### config.mk
export PLATFORM = sky130hd
export DESIGN_NAME = run_controller_flat
export DESIGN_NICKNAME = d
export VERILOG_FILES = /design/src/rtl/run_ctrl_pkg.sv /design/src/rtl/run_ctrl_if.sv /design/src/rtl/key_conditioner.sv /design/src/rtl/run_controller.sv /design/src/flat_wrapper.sv
export SDC_FILE = /design/constraint.sdc
export NUM_CORES = 1
export LEC_CHECK = 0
export ABC_AREA = 0
export ABC_CLOCK_PERIOD_IN_PS = 5700
export CORE_MARGIN = 2
export CORE_UTILIZATION = 49
export CTS_CLUSTER_DIAMETER = 40
export DETAILED_ROUTE_END_ITERATION = 6
export GPL_TIMING_DRIVEN = 0
export PLACE_DENSITY = 0.85
export SKIP_CTS_REPAIR_TIMING = 1
export SLEW_MARGIN = 0
export SYNTH_ARGS = -nofsm -noshare
export SYNTH_HDL_FRONTEND = slang
export SYNTH_SLANG_ARGS = --single-unit
### constraint.sdc
create_clock -name clk -period 5.7 [get_ports clk]
set_input_delay 1.425 -clock clk [delete_from_list [all_inputs] [get_ports clk]]
set_output_delay 1.425 -clock clk [all_outputs]
set_load 0.05 [all_outputs]
### src/rtl/run_ctrl_pkg.sv
// ============================================================================
// Module      : run_ctrl_pkg
// Description : Shared types and constants for the run controller: FSM state
//               encoding, default bus widths and pushbutton index map.
// Revision    : 1.0 - initial release
// ============================================================================
`default_nettype none

package run_ctrl_pkg;

  localparam int DEF_ADDR_W = 8;
  localparam int DEF_DATA_W = 16;

  // Pushbutton positions inside the packed key vectors
  localparam int KEY_LOAD  = 0;
  localparam int KEY_RUN   = 1;
  localparam int KEY_STEP  = 2;
  localparam int KEY_CLEAR = 3;
  localparam int NUM_KEYS  = 4;

  typedef enum logic [1:0] {
    IDLE = 2'd0,
    RUN  = 2'd1,
    DONE = 2'd2
  } state_t;

endpackage

`default_nettype wire

### src/rtl/run_ctrl_if.sv
// ============================================================================
// Module      : run_ctrl_if
// Description : Instruction-memory and datapath handshake between the run
//               controller (master) and the datapath/memory side (slave).
// Revision    : 1.0 - initial release
// ============================================================================
`default_nettype none

interface run_ctrl_if
  import run_ctrl_pkg::*;
#(
  parameter int ADDR_W = DEF_ADDR_W,
  parameter int DATA_W = DEF_DATA_W
);

  logic [ADDR_W-1:0] im_addr;
  logic [DATA_W-1:0] im_din;
  logic              im_we;
  logic [ADDR_W-1:0] pc;
  logic              commit;
  logic [ADDR_W-1:0] fetch_addr;
  logic [ADDR_W-1:0] next_pc;

  modport master (
    output im_addr, im_din, im_we, pc, commit,
    input  fetch_addr, next_pc
  );

  modport slave (
    input  im_addr, im_din, im_we, pc, commit,
    output fetch_addr, next_pc
  );

endinterface

`default_nettype wire

### src/rtl/key_conditioner.sv
// ============================================================================
// Module      : key_conditioner
// Description : Raw pushbutton -> 2-FF synchroniser -> optional debounce ->
//               registered rising-edge pulse (one cycle per press).
//               Debounce filter present only when DEBOUNCE_EN is defined.
// Revision    : 1.0 - initial release
// ============================================================================
`default_nettype none

module key_conditioner #(
  parameter int DB_CYCLES = 16
) (
  input  wire logic clk,
  input  wire logic rst_n,
  input  wire logic key_raw,
  output logic      pulse
);

`ifdef DEBOUNCE_EN
  localparam bit c_DB_BUILD = 1'b1;
`else
  localparam bit c_DB_BUILD = 1'b0;
`endif
  localparam bit c_FILTER = c_DB_BUILD && (DB_CYCLES >= 1);
  localparam int c_CNT_W  = (DB_CYCLES > 1) ? $clog2(DB_CYCLES) : 1;

  logic r_sync1;
  logic r_sync2;
  logic w_level;
  logic r_prev;
  logic r_pulse;

  // Two-flop synchroniser for the asynchronous button input
  always_ff @(posedge clk or negedge rst_n) begin
    if (!rst_n) begin
      r_sync1 <= 1'b0;
      r_sync2 <= 1'b0;
    end else begin
      r_sync1 <= key_raw;
      r_sync2 <= r_sync1;
    end
  end

  if (c_FILTER) begin : g_debounce
    logic               r_db;
    logic [c_CNT_W-1:0] r_cnt;

    // Debounced level follows the synchronised key only after it has
    // differed for DB_CYCLES consecutive cycles; any agreement restarts it
    always_ff @(posedge clk or negedge rst_n) begin
      if (!rst_n) begin
        r_db  <= 1'b0;
        r_cnt <= '0;
      end else if (r_sync2 == r_db) begin
        r_cnt <= '0;
      end else if (r_cnt == c_CNT_W'(DB_CYCLES - 1)) begin
        r_db  <= r_sync2;
        r_cnt <= '0;
      end else begin
        r_cnt <= r_cnt + 1'b1;
      end
    end

    assign w_level = r_db;
  end else begin : g_direct
    assign w_level = r_sync2;
  end

  // Registered rising-edge detector: a held key yields a single pulse
  always_ff @(posedge clk or negedge rst_n) begin
    if (!rst_n) begin
      r_prev  <= 1'b0;
      r_pulse <= 1'b0;
    end else begin
      r_prev  <= w_level;
      r_pulse <= w_level & ~r_prev;
    end
  end

  assign pulse = r_pulse;

endmodule

`default_nettype wire

### src/rtl/run_controller.sv
// ============================================================================
// Module      : run_controller
// Description : Sequencer for the 8-bit processor. Conditions the four keys,
//               owns pc and the load pointer eom, and shares the single
//               instruction-memory port between the DIP loader and fetch.
//               Key debounce enabled by defining DEBOUNCE_EN.
// Revision    : 1.0 - initial release
// ============================================================================
`default_nettype none

module run_controller
  import run_ctrl_pkg::*;
#(
  parameter int ADDR_W    = DEF_ADDR_W,
  parameter int DATA_W    = DEF_DATA_W,
  parameter int DB_CYCLES = 16
) (
  input  wire logic              clk,
  input  wire logic              rst_n,
  input  wire logic              key_load,
  input  wire logic              key_run,
  input  wire logic              key_step,
  input  wire logic              key_clear,
  input  wire logic [DATA_W-1:0] wr_data,
  run_ctrl_if.master             bus,
  output logic      [ADDR_W-1:0] eom,
  output logic                   running,
  output logic                   done,
  output logic                   full
);

  localparam logic [ADDR_W-1:0] c_EOM_LAST = {ADDR_W{1'b1}} - 1'b1;

  logic [NUM_KEYS-1:0] w_key_raw;
  logic [NUM_KEYS-1:0] w_key_p;

  assign w_key_raw[KEY_LOAD]  = key_load;
  assign w_key_raw[KEY_RUN]   = key_run;
  assign w_key_raw[KEY_STEP]  = key_step;
  assign w_key_raw[KEY_CLEAR] = key_clear;

  for (genvar gi = 0; gi < NUM_KEYS; gi++) begin : g_key
    key_conditioner #(.DB_CYCLES(DB_CYCLES)) u_key (
      .clk     (clk),
      .rst_n   (rst_n),
      .key_raw (w_key_raw[gi]),
      .pulse   (w_key_p[gi])
    );
  end

  state_t            r_state;
  state_t            w_state_nxt;
  logic [ADDR_W-1:0] r_pc;
  logic [ADDR_W-1:0] r_eom;
  logic              r_full;
  logic              r_we;
  logic [DATA_W-1:0] r_din;
  logic              w_commit;

  // Coincident pulses resolve clear > load > run > step
  logic w_clr_p, w_load_p, w_run_p, w_step_p;
  assign w_clr_p  = w_key_p[KEY_CLEAR];
  assign w_load_p = w_key_p[KEY_LOAD] & ~w_clr_p;
  assign w_run_p  = w_key_p[KEY_RUN]  & ~w_clr_p & ~w_key_p[KEY_LOAD];
  assign w_step_p = w_key_p[KEY_STEP] & ~w_clr_p & ~w_key_p[KEY_LOAD] & ~w_key_p[KEY_RUN];

  logic w_prog_valid, w_next_in, w_load_acc, w_step_acc;
  assign w_prog_valid = (r_pc < r_eom);
  assign w_next_in    = (bus.next_pc < r_eom);
  assign w_load_acc   = w_load_p & (r_state != RUN) & ~r_full;
  assign w_step_acc   = (r_state == IDLE) & w_step_p & w_prog_valid;

  // State register
  always_ff @(posedge clk or negedge rst_n) begin
    if (!rst_n) r_state <= IDLE;
    else        r_state <= w_state_nxt;
  end

  // Next-state decode; running off the loaded program ends in DONE
  always_comb begin
    w_state_nxt = r_state;
    if (w_clr_p) begin
      w_state_nxt = IDLE;
    end else begin
      case (r_state)
        IDLE: begin
          if (w_run_p && w_prog_valid)     w_state_nxt = RUN;
          else if (w_step_acc && !w_next_in) w_state_nxt = DONE;
        end
        RUN: begin
          if (w_run_p)         w_state_nxt = IDLE;
          else if (!w_next_in) w_state_nxt = DONE;
        end
        DONE: begin
          if (w_load_acc) w_state_nxt = IDLE;
        end
        default: w_state_nxt = IDLE;
      endcase
    end
  end

  // Commit strobe: every RUN cycle except a pause, or an accepted step
  always_comb begin
    w_commit = 1'b0;
    case (r_state)
      RUN:     w_commit = ~w_run_p & ~w_clr_p;
      IDLE:    w_commit = w_step_acc;
      default: w_commit = 1'b0;
    endcase
  end

  // Program counter advances only on commits that stay inside the program
  always_ff @(posedge clk or negedge rst_n) begin
    if (!rst_n)                     r_pc <= '0;
    else if (w_clr_p)               r_pc <= '0;
    else if (w_commit && w_next_in) r_pc <= bus.next_pc;
  end

  // Loader: capture on accept, write one cycle later, then bump eom
  always_ff @(posedge clk or negedge rst_n) begin
    if (!rst_n) begin
      r_we   <= 1'b0;
      r_din  <= '0;
      r_eom  <= '0;
      r_full <= 1'b0;
    end else if (w_clr_p) begin
      r_we   <= 1'b0;
      r_eom  <= '0;
      r_full <= 1'b0;
    end else begin
      r_we <= w_load_acc;
      if (w_load_acc) r_din <= wr_data;
      if (r_we) begin
        r_eom  <= r_eom + 1'b1;
        r_full <= (r_eom == c_EOM_LAST);
      end
    end
  end

  assign bus.im_addr = r_we ? r_eom : bus.fetch_addr;
  assign bus.im_din  = r_din;
  assign bus.im_we   = r_we;
  assign bus.pc      = r_pc;
  assign bus.commit  = w_commit;
  assign eom         = r_eom;
  assign running     = (r_state == RUN);
  assign done        = (r_state == DONE);
  assign full        = r_full;

endmodule

`default_nettype wire

### src/flat_wrapper.sv
// flat-port wrapper written by rule: the top's interface ports become plain ports
module run_controller_flat import run_ctrl_pkg::*;
#(
  parameter int ADDR_W    = DEF_ADDR_W,
  parameter int DATA_W    = DEF_DATA_W,
  parameter int DB_CYCLES = 16
)
  (clk, rst_n, key_load, key_run, key_step, key_clear, wr_data, eom, running, done, full, bus_im_addr, bus_im_din, bus_im_we, bus_pc, bus_commit, bus_fetch_addr, bus_next_pc);
  run_ctrl_if #(.ADDR_W(ADDR_W), .DATA_W(DATA_W)) bus_i ();
  input  wire logic clk;
  input  wire logic rst_n;
  input  wire logic key_load;
  input  wire logic key_run;
  input  wire logic key_step;
  input  wire logic key_clear;
  input  wire logic [DATA_W-1:0] wr_data;
  output logic      [ADDR_W-1:0] eom;
  output logic running;
  output logic done;
  output logic full;
  output wire logic [$bits(bus_i.im_addr)-1:0] bus_im_addr;
  output wire logic [$bits(bus_i.im_din)-1:0] bus_im_din;
  output wire logic [$bits(bus_i.im_we)-1:0] bus_im_we;
  output wire logic [$bits(bus_i.pc)-1:0] bus_pc;
  output wire logic [$bits(bus_i.commit)-1:0] bus_commit;
  input wire logic [$bits(bus_i.fetch_addr)-1:0] bus_fetch_addr;
  input wire logic [$bits(bus_i.next_pc)-1:0] bus_next_pc;
  assign bus_im_addr = bus_i.im_addr;
  assign bus_im_din = bus_i.im_din;
  assign bus_im_we = bus_i.im_we;
  assign bus_pc = bus_i.pc;
  assign bus_commit = bus_i.commit;
  assign bus_i.fetch_addr = bus_fetch_addr;
  assign bus_i.next_pc = bus_next_pc;
  run_controller #(.ADDR_W(ADDR_W), .DATA_W(DATA_W), .DB_CYCLES(DB_CYCLES)) u_core (.clk(clk), .rst_n(rst_n), .key_load(key_load), .key_run(key_run), .key_step(key_step), .key_clear(key_clear), .wr_data(wr_data), .bus(bus_i), .eom(eom), .running(running), .done(done), .full(full));
endmodule
[Word-level counts from Yosys, hierarchy flattened]
Index checks and enable logic that the tools add are counted.
Word-level totals
  output and inout port bits: 45
  bits of input ports: 38
  bits in registers: 52
  logic and storage cells: 81
Cells by class
  add/sub/neg operators: 1
  bitwise operators: 24
  mux-type cells: 16
  equal/unequal tests: 7
  reductions and logical operators: 9
  $lt $le $gt $ge: 2
Operators with widths (count)
  8-bit two-way mux: 5
  8-bit less-than comparator: 2
  1-bit AND: 15
  2-bit two-way mux: 6
  1-bit NOT: 9
  8-bit by 1-bit adder with 8-bit output, second input constant: 1
  8-bit equality test, second input constant: 1
  2-bit one-hot mux with 3 select lines: 1
  4-bit by 3-bit != test with 1-bit output, second input constant: 1
  4-bit != test, second input constant: 1
  2-bit nonzero test: 2
  1-bit logical AND: 3
  1-bit two-way mux: 3
  3-bit by 1-bit != test with 1-bit output, second input constant: 1
  3-bit AND reduction: 1
  2-bit by 1-bit equality test with 1-bit output, second input constant: 1
  2-bit equality test, second input constant: 1
  2-bit logical NOT: 1
  2-bit by 1-bit != test with 1-bit output, second input constant: 1
  1-bit one-hot mux with 2 select lines: 1
  2-bit AND reduction: 1
  1-bit logical NOT: 1

[Depth between registers and ports, before layout]
Gate-level depths: netlist of the first run.
  word-level depth: 11
  depth in mapped cells: 7
  depth with buffers taken out: 7

[Hierarchy]
Synthesis of the first run repeated with hierarchy kept, for this count alone.
Second synthesis, totals
  cell total of the unflattened synthesis: 225
  area total of the unflattened synthesis: 2468.6 um2
By module, submodules not included
  run_controller: cells an instance 205, area an instance 2013.2 um2, times used 1, sequential area each 900.9 um2
  key_conditioner: cells an instance 5, area an instance 113.9 um2, times used 4, sequential area each 100.1 um2

[Least setup slack after synthesis of the first run]
OpenSTA, ideal clock, no wires.
  path type: flip-flop to output port
  start: register u_core.r_eom[4] (netlist: u_core.eom[4])
  end: output bus_commit
  cell stages (with the launch flop): 7
  arrival: 2.601 ns
  setup slack: 1.674 ns
  required time: 4.275 ns
  path buffers: 0
  path through: dfrtp_1 > inv_1 > ha_1 > or4_1 > a21oi_2 > nor3_1 > a21oi_1
On the way
  word-level cells in the longest chain between the ends: 3
RTL lines
  from (decl): line run_controller.sv:54  | logic [ADDR_W-1:0] r_eom;
  from (signal assigned): line run_controller.sv:134  | r_eom <= r_eom + 1'b1;
  8-bit less-than comparator: line run_controller.sv:68  | assign w_prog_valid = (r_pc < r_eom);
  1-bit AND: line run_controller.sv:71  | assign w_step_acc = (r_state == IDLE) & w_step_p & w_prog_valid;
  1-bit one-hot mux with 2 select lines: line run_controller.sv:105  | case (r_state)
  to (decl): line flat_wrapper.sv:25  | output wire logic [$bits(bus_i.commit)-1:0] bus_commit;
Every way passes these cells.

[Worst setup path in the final report of the first run]
Same ends and word-level chain as after synthesis.

==> results of run 1 <==
cells in the final DEF, fill, tap and decap left out:
master,n
or4_1,1
nor3_1,3
xnor2_1,5
o21ai_0,5
clkbuf_8,6
o21a_1,2
bufinv_16,1
nor2_1,11
mux2_2,16
a21oi_1,5
clkbuf_1,5
mux2i_1,1
dfrtp_1,52
a211oi_4,1
clkinv_4,1
and3_1,1
inv_1,10
a211oi_1,3
o211ai_1,1
clkdlybuf4s50_1,81
o31ai_1,1
nand4_1,3
buf_2,1
nand2_1,52
a21boi_0,1
nand3_1,3
nor2b_1,14
o211a_1,1
or3_1,3
buf_12,1
nand2b_1,4
ha_1,16
o2111ai_1,1
a21o_1,2
a21oi_2,1
clkinv_1,1
nor3b_1,2
a221oi_1,2
buf_1,1
stage by stage:
stage / utilization [%] / setup slack, ns
2_1_floorplan: - / 1.67
3_3_place_gp: 70.2 / 1.47
3_5_place_dp: 70.6 / 1.46
4_1_cts: 73.1 / 1.39
5_1_grt: 73.1 / 1.25
6_report: 73.1 / 1.38
cell families (layout without fill, tap and decap cells):
| family | after synthesis | in the layout | share of synthesized area (%) |
|---|---|---|---|
| AND/OR/NAND/NOR | 97 | 97 | 18.3 |
| flip-flops | 52 | 52 | 53.4 |
| AO/OA/AOI/OAI | 26 | 26 | 7.81 |
| multiplexers | 17 | 17 | 7.81 |
| buffers and inverters | 17 | 108 | 2.62 |
| adder cells (fa/ha/maj) | 16 | 16 | 8.22 |
| XOR/XNOR | 5 | 5 | 1.80 |
cells in the mapped netlist, drive strengths merged, types with 2 or more instances:
cell type / instances
inv: 10
a211oi: 4
nand2: 52
a21oi: 6
nor3: 3
nor2b: 14
nand3: 3
nand2b: 4
o21a: 2
a21o: 2
or3: 3
ha: 16
nand4: 3
nor2: 11
xnor2: 5
clkbuf: 5
nor3b: 2
o21ai: 5
mux2: 16
a221oi: 2
dfrtp: 52
registers in the layout, indices dropped and copies added (netlist names), 2 cells and up:
signal,cells
u_core.g_key.u_key.r_sync2,4
u_core.r_state,2
u_core.g_key.u_key.pulse,4
u_core.g_key.u_key.r_sync1,4
u_core.eom,8
u_core.g_key.u_key.r_prev,4
u_core.bus.pc,8
u_core.bus.im_din,16
path summary, 6_finish.rpt:
| path | startpoint | end | slack [ns] | cells past startpoint |
|---|---|---|---|---|
| min in group asynchronous | rst_n | u_core.bus.pc[5] | 1.11 | 1 |
| max in group asynchronous | rst_n | u_core.full | 4.04 | 2 |
| hold / removal | u_core.g_key[1].u_key.r_sync1 | u_core.g_key[1].u_key.r_sync2 | 0.35 | 0 |
| hold reg to reg | u_core.g_key[1].u_key.r_sync1 | u_core.g_key[1].u_key.r_sync2 | 0.35 | 0 |
| setup / recovery | u_core.eom[4] | bus_commit | 1.38 | 7 |
| setup reg to reg | u_core.eom[4] | u_core.bus.pc[3] | 3.11 | 7 |
power groups by stage:
stage	logic, mW	clock network [mW]	registers, mW
detailed placement	0.514	0	0.468
finish	0.514	0.264	0.461
CTS	0.518	0.269	0.462
floorplan	0.192	0	0.610
global placement	0.503	0	0.467
global route	0.550	0.289	0.469
per-layer routing:
layer | vias to the layer above | wire, µm
li1 | 949 | -
met3 | 7 | 393
met1 | 931 | 2200
met4 | 0 | 42
met2 | 74 | 2570
met5 | - | 0
area by class of cell:
| cell class | instances | area (µm²) |
|---|---|---|
| buffer | 6 | 22.5 |
| clock buffer | 6 | 82.6 |
| clock inverter | 2 | 38.8 |
| fill | 364 | 1280 |
| inverter | 11 | 41.3 |
| multi-input combinational | 161 | 1070 |
| sequential | 52 | 1300 |
| tap | 67 | 83.8 |
| timing repair buffer | 83 | 836 |
==> metrics.txt, run 1 <==
gr ovfl total 0; number of global-route vias before repair 1875; post-synthesis cell area 0.00243 mm²; RePlAce Congestion 0.778; Synth Flop Type dfrtp_1; Max-slew headroom 61.1%; final WL 5.21 mm; CP max FO 6; required time worst endpoint 4.28 ns; die area 0.00555 mm²; synth warn 0; Pleak 1.56 nW; Final Non-Filler Cells 388; IO Port Bufs 82; Max stage delay on crit path 0.82 ns; Die Ht 74.5 µm; FMAX 0.231 GHz; Synth area leader dfrtp_1; maximum vdd drop 0.284 mV; initial antenna violation count 0; Clock Root Buffer clkbuf_8; Core Region 0.00475 mm²; Reg clk slew, reported paths 0.09 ns; hold slack 0.353 ns; met2 Use GR 35.4%; GR Util met1 25.4%; area grow syn2layout 42.8%; top cell type's share of synthesized area 53.4%; Slew @ Worst Pin 0.584 ns; Critical Path End Type output port; syn nets 284; worst path buffer plus inverter count 2; first-pass GRT wire length 8.50 mm; post-DR wirelength/cell 13.4 µm; initial core utilization 51.2%; IO Pins 83; Max clock buf depth 2; clk_lat worst skew 0.30 ns; DR vias 1961; design area 0.00348 mm²; top cells by area, synth dfrtp_1 (53%), ha_1 (8.2%), nand2_1 (8.0%), mux2_2 (7.4%), nor2b_1 (3.6%); row count 25; switching fraction of total power 39.1%; Post-synth ARST share 100%; cell-internal power 0.755 mW; Seq pwr share 37.2%; H-Tree Depth 2; GRT met3 Usage 5.01%; Inserted Clock Buffers 5; Max-Cap Viols 0; combinational share of power 41.5%; Final Max Tran Viols 0; Syn Area/Cell 10.6 µm²; Min-Delay Path Class flop to flop; power share of the clock group 21.3%; Placed Instances 380; CP Class flop to output port; status complete, no violations; Top delay family on crit path buffers and inverters; Remaining DRCs 0; post-route setup TNS 0 ns; crit path launch type flop; # setup viols final 0; Final Hold Viols 0; post-placement cell area 0.00335 mm²; largest net degree at the start of global routing 28; crit path DAT 2.90 ns; layout cells sized above 1 8.72%; antenna fix cells 0; number of flops mapped to enable cells by yosys 0; Synth Register Bits 52; GR peak layer met2; DRT iter0 DRCs 82; Sink Count 52; Netlist cell types 33; Global Route Usage Sum 20.2%; Tcrit/Tclk final 75.8%; crit path time final 4.32 ns; Die X-Extent 74.5 µm; DP Wirelength 4.00 mm; CTS tree yes; slowest CP cell clkdlybuf4s50_1; Avg Vias per Cell 5.05; Layout Nets 374; ANT nets after route 0; Setup Skew 0.0110 ns; Synth Instances 230; switching power of the nets 0.484 mW; RSZ-0062 raised after global routing false; CP cell instances inv_1, ha_1, or4_1, a21oi_2, nor3_1, a21oi_1, clkdlybuf4s50_1; first-pass iteration count of the detailed router 4; sequential element share of the synthesized area 53.4%; Final Power 1.24 mW; Power Dens Cells 356 mW/mm²
Note: power is estimated with default switching activity, not from simulation.
==> run 2, diff against run 1 <==
--- a/config.mk
+++ b/config.mk
@@ -6,13 +6,13 @@
 export NUM_CORES = 1
 export LEC_CHECK = 0
 export ABC_AREA = 0
-export ABC_CLOCK_PERIOD_IN_PS = 5700
+export ABC_CLOCK_PERIOD_IN_PS = 4300
 export CORE_MARGIN = 2
-export CORE_UTILIZATION = 49
+export CORE_UTILIZATION = 45
 export CTS_CLUSTER_DIAMETER = 40
 export DETAILED_ROUTE_END_ITERATION = 6
 export GPL_TIMING_DRIVEN = 0
-export PLACE_DENSITY = 0.85
+export PLACE_DENSITY = 0.79
 export SKIP_CTS_REPAIR_TIMING = 1
 export SLEW_MARGIN = 0
 export SYNTH_ARGS = -nofsm -noshare
==> constraint.sdc (replaced) <==
create_clock -name clk -period 4.3 [get_ports clk]
set_input_delay 1.075 -clock clk [delete_from_list [all_inputs] [get_ports clk]]
set_output_delay 1.075 -clock clk [all_outputs]
set_load 0.05 [all_outputs]
==> run 2 against run 1 <==
Effect of this change:
- clock power grew 4%
- routed wire length shrank 0.75%
- non-clock buffer count unchanged
- register-to-register slack got worse by 1.4 ns
- count of clock-buffer cells in the layout decreased by 1
- critical path depth stayed put
- via count fell by 0.41%
- combinational power is 32% higher
- sequential cell count stayed put
- sequential power up 33%
- final area down 0.94%
- largest cell class unchanged
- die area increased by 8.4%
==> metrics.txt, run 2 (same netlist as run 1, synthesis figures left out) <==
Avg Vias per Cell 5.01 (was 5.05); CP max FO 6 (unchanged); DR vias 1953 (was 1961); Power Dens Cells 454 mW/mm² (was 356 mW/mm²); CTS tree yes (unchanged); crit path time final 3.96 ns; most common cell after layout, fill and taps aside clkdlybuf4s50_1 (unchanged); Max stage delay on crit path 0.82 ns (about the same); row count 26 (was 25); gr ovfl total 0 (unchanged); # setup viols final 0 (unchanged); Final Power 1.56 mW (was 1.24 mW); final WL 5.17 mm (was 5.21 mm); clk_lat worst skew 0.31 ns (was 0.30 ns); IO Port Bufs 82 (unchanged); Pleak 1.54 nW (was 1.56 nW); post-DR wirelength/cell 13.3 µm (was 13.4 µm); Critical Path End Type output port (unchanged); RePlAce Congestion 0.833 (was 0.778); wire length on met1 2.16 mm (was 2.20 mm); Reg clk slew, reported paths 0.09 ns (about the same); area grow syn2layout 41.4% (was 42.8%); layout cells sized above 1 8.44% (was 8.72%); IO Pins 83 (unchanged); FF-to-FF setup slack 1.71 ns (was 3.11 ns); number of global-route vias before repair 1961 (was 1875); Final Hold Viols 0 (unchanged); ANT nets after route 0 (unchanged); reg2reg path depth 7 (unchanged); fill cell count 408 (was 364); CP cell instances inv_1, ha_1, or4_1, a21oi_2, nor3_1, a21oi_1, clkdlybuf4s50_1 (unchanged); crit path DAT 2.88 ns (was 2.90 ns); antenna fix cells 0 (unchanged); FMAX 0.253 GHz; Slew @ Worst Pin 0.594 ns (was 0.584 ns); Sink Count 52 (unchanged); Die X-Extent 77.6 µm (was 74.5 µm); HP Start u_core.g_key[0].u_key.r_sync1 (was u_core.g_key[1].u_key.r_sync1); DP Wirelength 4.02 mm (was 4.00 mm); Min-Delay Path Class flop to flop (unchanged); first-pass iteration count of the detailed router 4 (unchanged); Final Max Tran Viols 0 (unchanged); Max Used Layer met4 (unchanged); routed wl met2 2.54 mm (was 2.57 mm); die area 0.00601 mm² (was 0.00555 mm²); Max-slew headroom 60.4% (was 61.1%); Hold Path Depth 0 (unchanged); design area 0.00344 mm² (was 0.00348 mm²); initial core utilization 47.1% (was 51.2%); Worst Hold Endpoint u_core.g_key[0].u_key.r_sync2 (was u_core.g_key[1].u_key.r_sync2); Inserted Clock Buffers 5 (unchanged); met3 WL 415 µm (was 393 µm); H-Tree Depth 2 (unchanged); status complete, no violations (unchanged); worst path buffer plus inverter count 2 (unchanged); Max-Cap Viols 0 (unchanged); initial antenna violation count 0 (unchanged); Layout Nets 374 (unchanged); Tcrit/Tclk final 92.0%; post-placement cell area 0.00336 mm² (was 0.00335 mm²); first-pass GRT wire length 9.10 mm (was 8.50 mm); hold slack 0.353 ns (about the same); Remaining DRCs 0 (unchanged); max reg flops 16 (unchanged); slowest CP cell clkdlybuf4s50_1 (unchanged); Max clock buf depth 2 (unchanged); largest net degree at the start of global routing 28 (unchanged); Die Ht 77.6 µm (was 74.5 µm); Global Route Usage Sum 18.9% (was 20.2%); maximum vdd drop 0.292 mV (was 0.284 mV); CP Class flop to output port (unchanged); post-route setup TNS 0 ns (unchanged); worst r2r src u_core.eom[4] (unchanged); Core Region 0.00517 mm² (was 0.00475 mm²); worst flop-to-flop path endpoint u_core.bus.pc[2] (was u_core.bus.pc[3]); DRT iter0 DRCs 84 (was 82); crit path launch type flop (unchanged); RSZ-0062 raised after global routing false (unchanged); most frequent cells in the layout clkdlybuf4s50_1 (81), nand2_1 (52), dfrtp_1 (52), mux2_2 (16), ha_1 (16) (unchanged); Top delay family on crit path buffers and inverters (unchanged); required time worst endpoint 3.22 ns (was 4.28 ns); Clock Root Buffer clkbuf_8 (unchanged); Setup Skew 0.00680 ns (was 0.0110 ns)
run 2: changes by cell type in the layout (fill, tap and decap cells not counted):
| cell | previous run | this run |
|---|---|---|
| clkbuf_8 | 6 | 5 |
| inv_6 | 0 | 1 |
| clkinv_4 | 1 | 0 |
| bufinv_16 | 1 | 0 |
| clkinvlp_4 | 0 | 1 |
run 2: layer usage:
layer  track usage [%]  up-vias
met3              6.51        5
met2              32.3       71
met1              23.1      930
li1                  -      947
met4              4.46        0
met5                 0        -
run 2: area by class of cell:
class,instances,area [µm²],area share (%)
timing repair buffer,83,836,24.3
clock inverter,2,16.3,0.472
clock buffer,5,68.8,2.00
multi-input combinational,161,1070,31.1
sequential,52,1300,37.8
buffer,6,22.5,0.654
tap,70,87.6,2.54
inverter,11,41.3,1.20
run 2: worst max-delay path by stage:
stage | cells after the start | end | slack, ns | from
floorplan | 6 | bus_commit | 0.62 | u_core.eom[4]
global placement | 1 | u_core.bus.im_din[6] | 0.64 | rst_n
global route | 7 | bus_commit | 0.19 | u_core.eom[4]
finish | 7 | bus_commit | 0.34 | u_core.eom[4]
detailed placement | 7 | bus_commit | 0.67 | u_core.eom[4]
CTS | 7 | bus_commit | 0.33 | u_core.eom[4]
run 2: power by group:
group	internal, mW	total [mW]	switching, mW	leakage, nW
sequential	0.557	0.612	0.0544	0.664
combinational	0.252	0.677	0.425	0.837
clock	0.114	0.275	0.162	0.0406
run 2: through the flow:
step           instances  util, %  setup slack (ns)
6_report             390     66.6             0.345
5_1_grt              390     66.6             0.189
4_1_cts              390     66.6             0.326
3_5_place_dp         383     64.9             0.667
3_3_place_gp         382     64.6             0.645
2_1_floorplan        230        -             0.624
==> run 3, diff against run 2 <==
--- a/config.mk
+++ b/config.mk
@@ -12,6 +12,7 @@
 export CTS_CLUSTER_DIAMETER = 40
 export DETAILED_ROUTE_END_ITERATION = 6
 export GPL_TIMING_DRIVEN = 0
+export HOLD_SLACK_MARGIN = 0.1
 export PLACE_DENSITY = 0.79
 export SKIP_CTS_REPAIR_TIMING = 1
 export SLEW_MARGIN = 0
==> results of run 3 <==
Same layout as run 2: the final DEF is identical, and so are final timing and power.
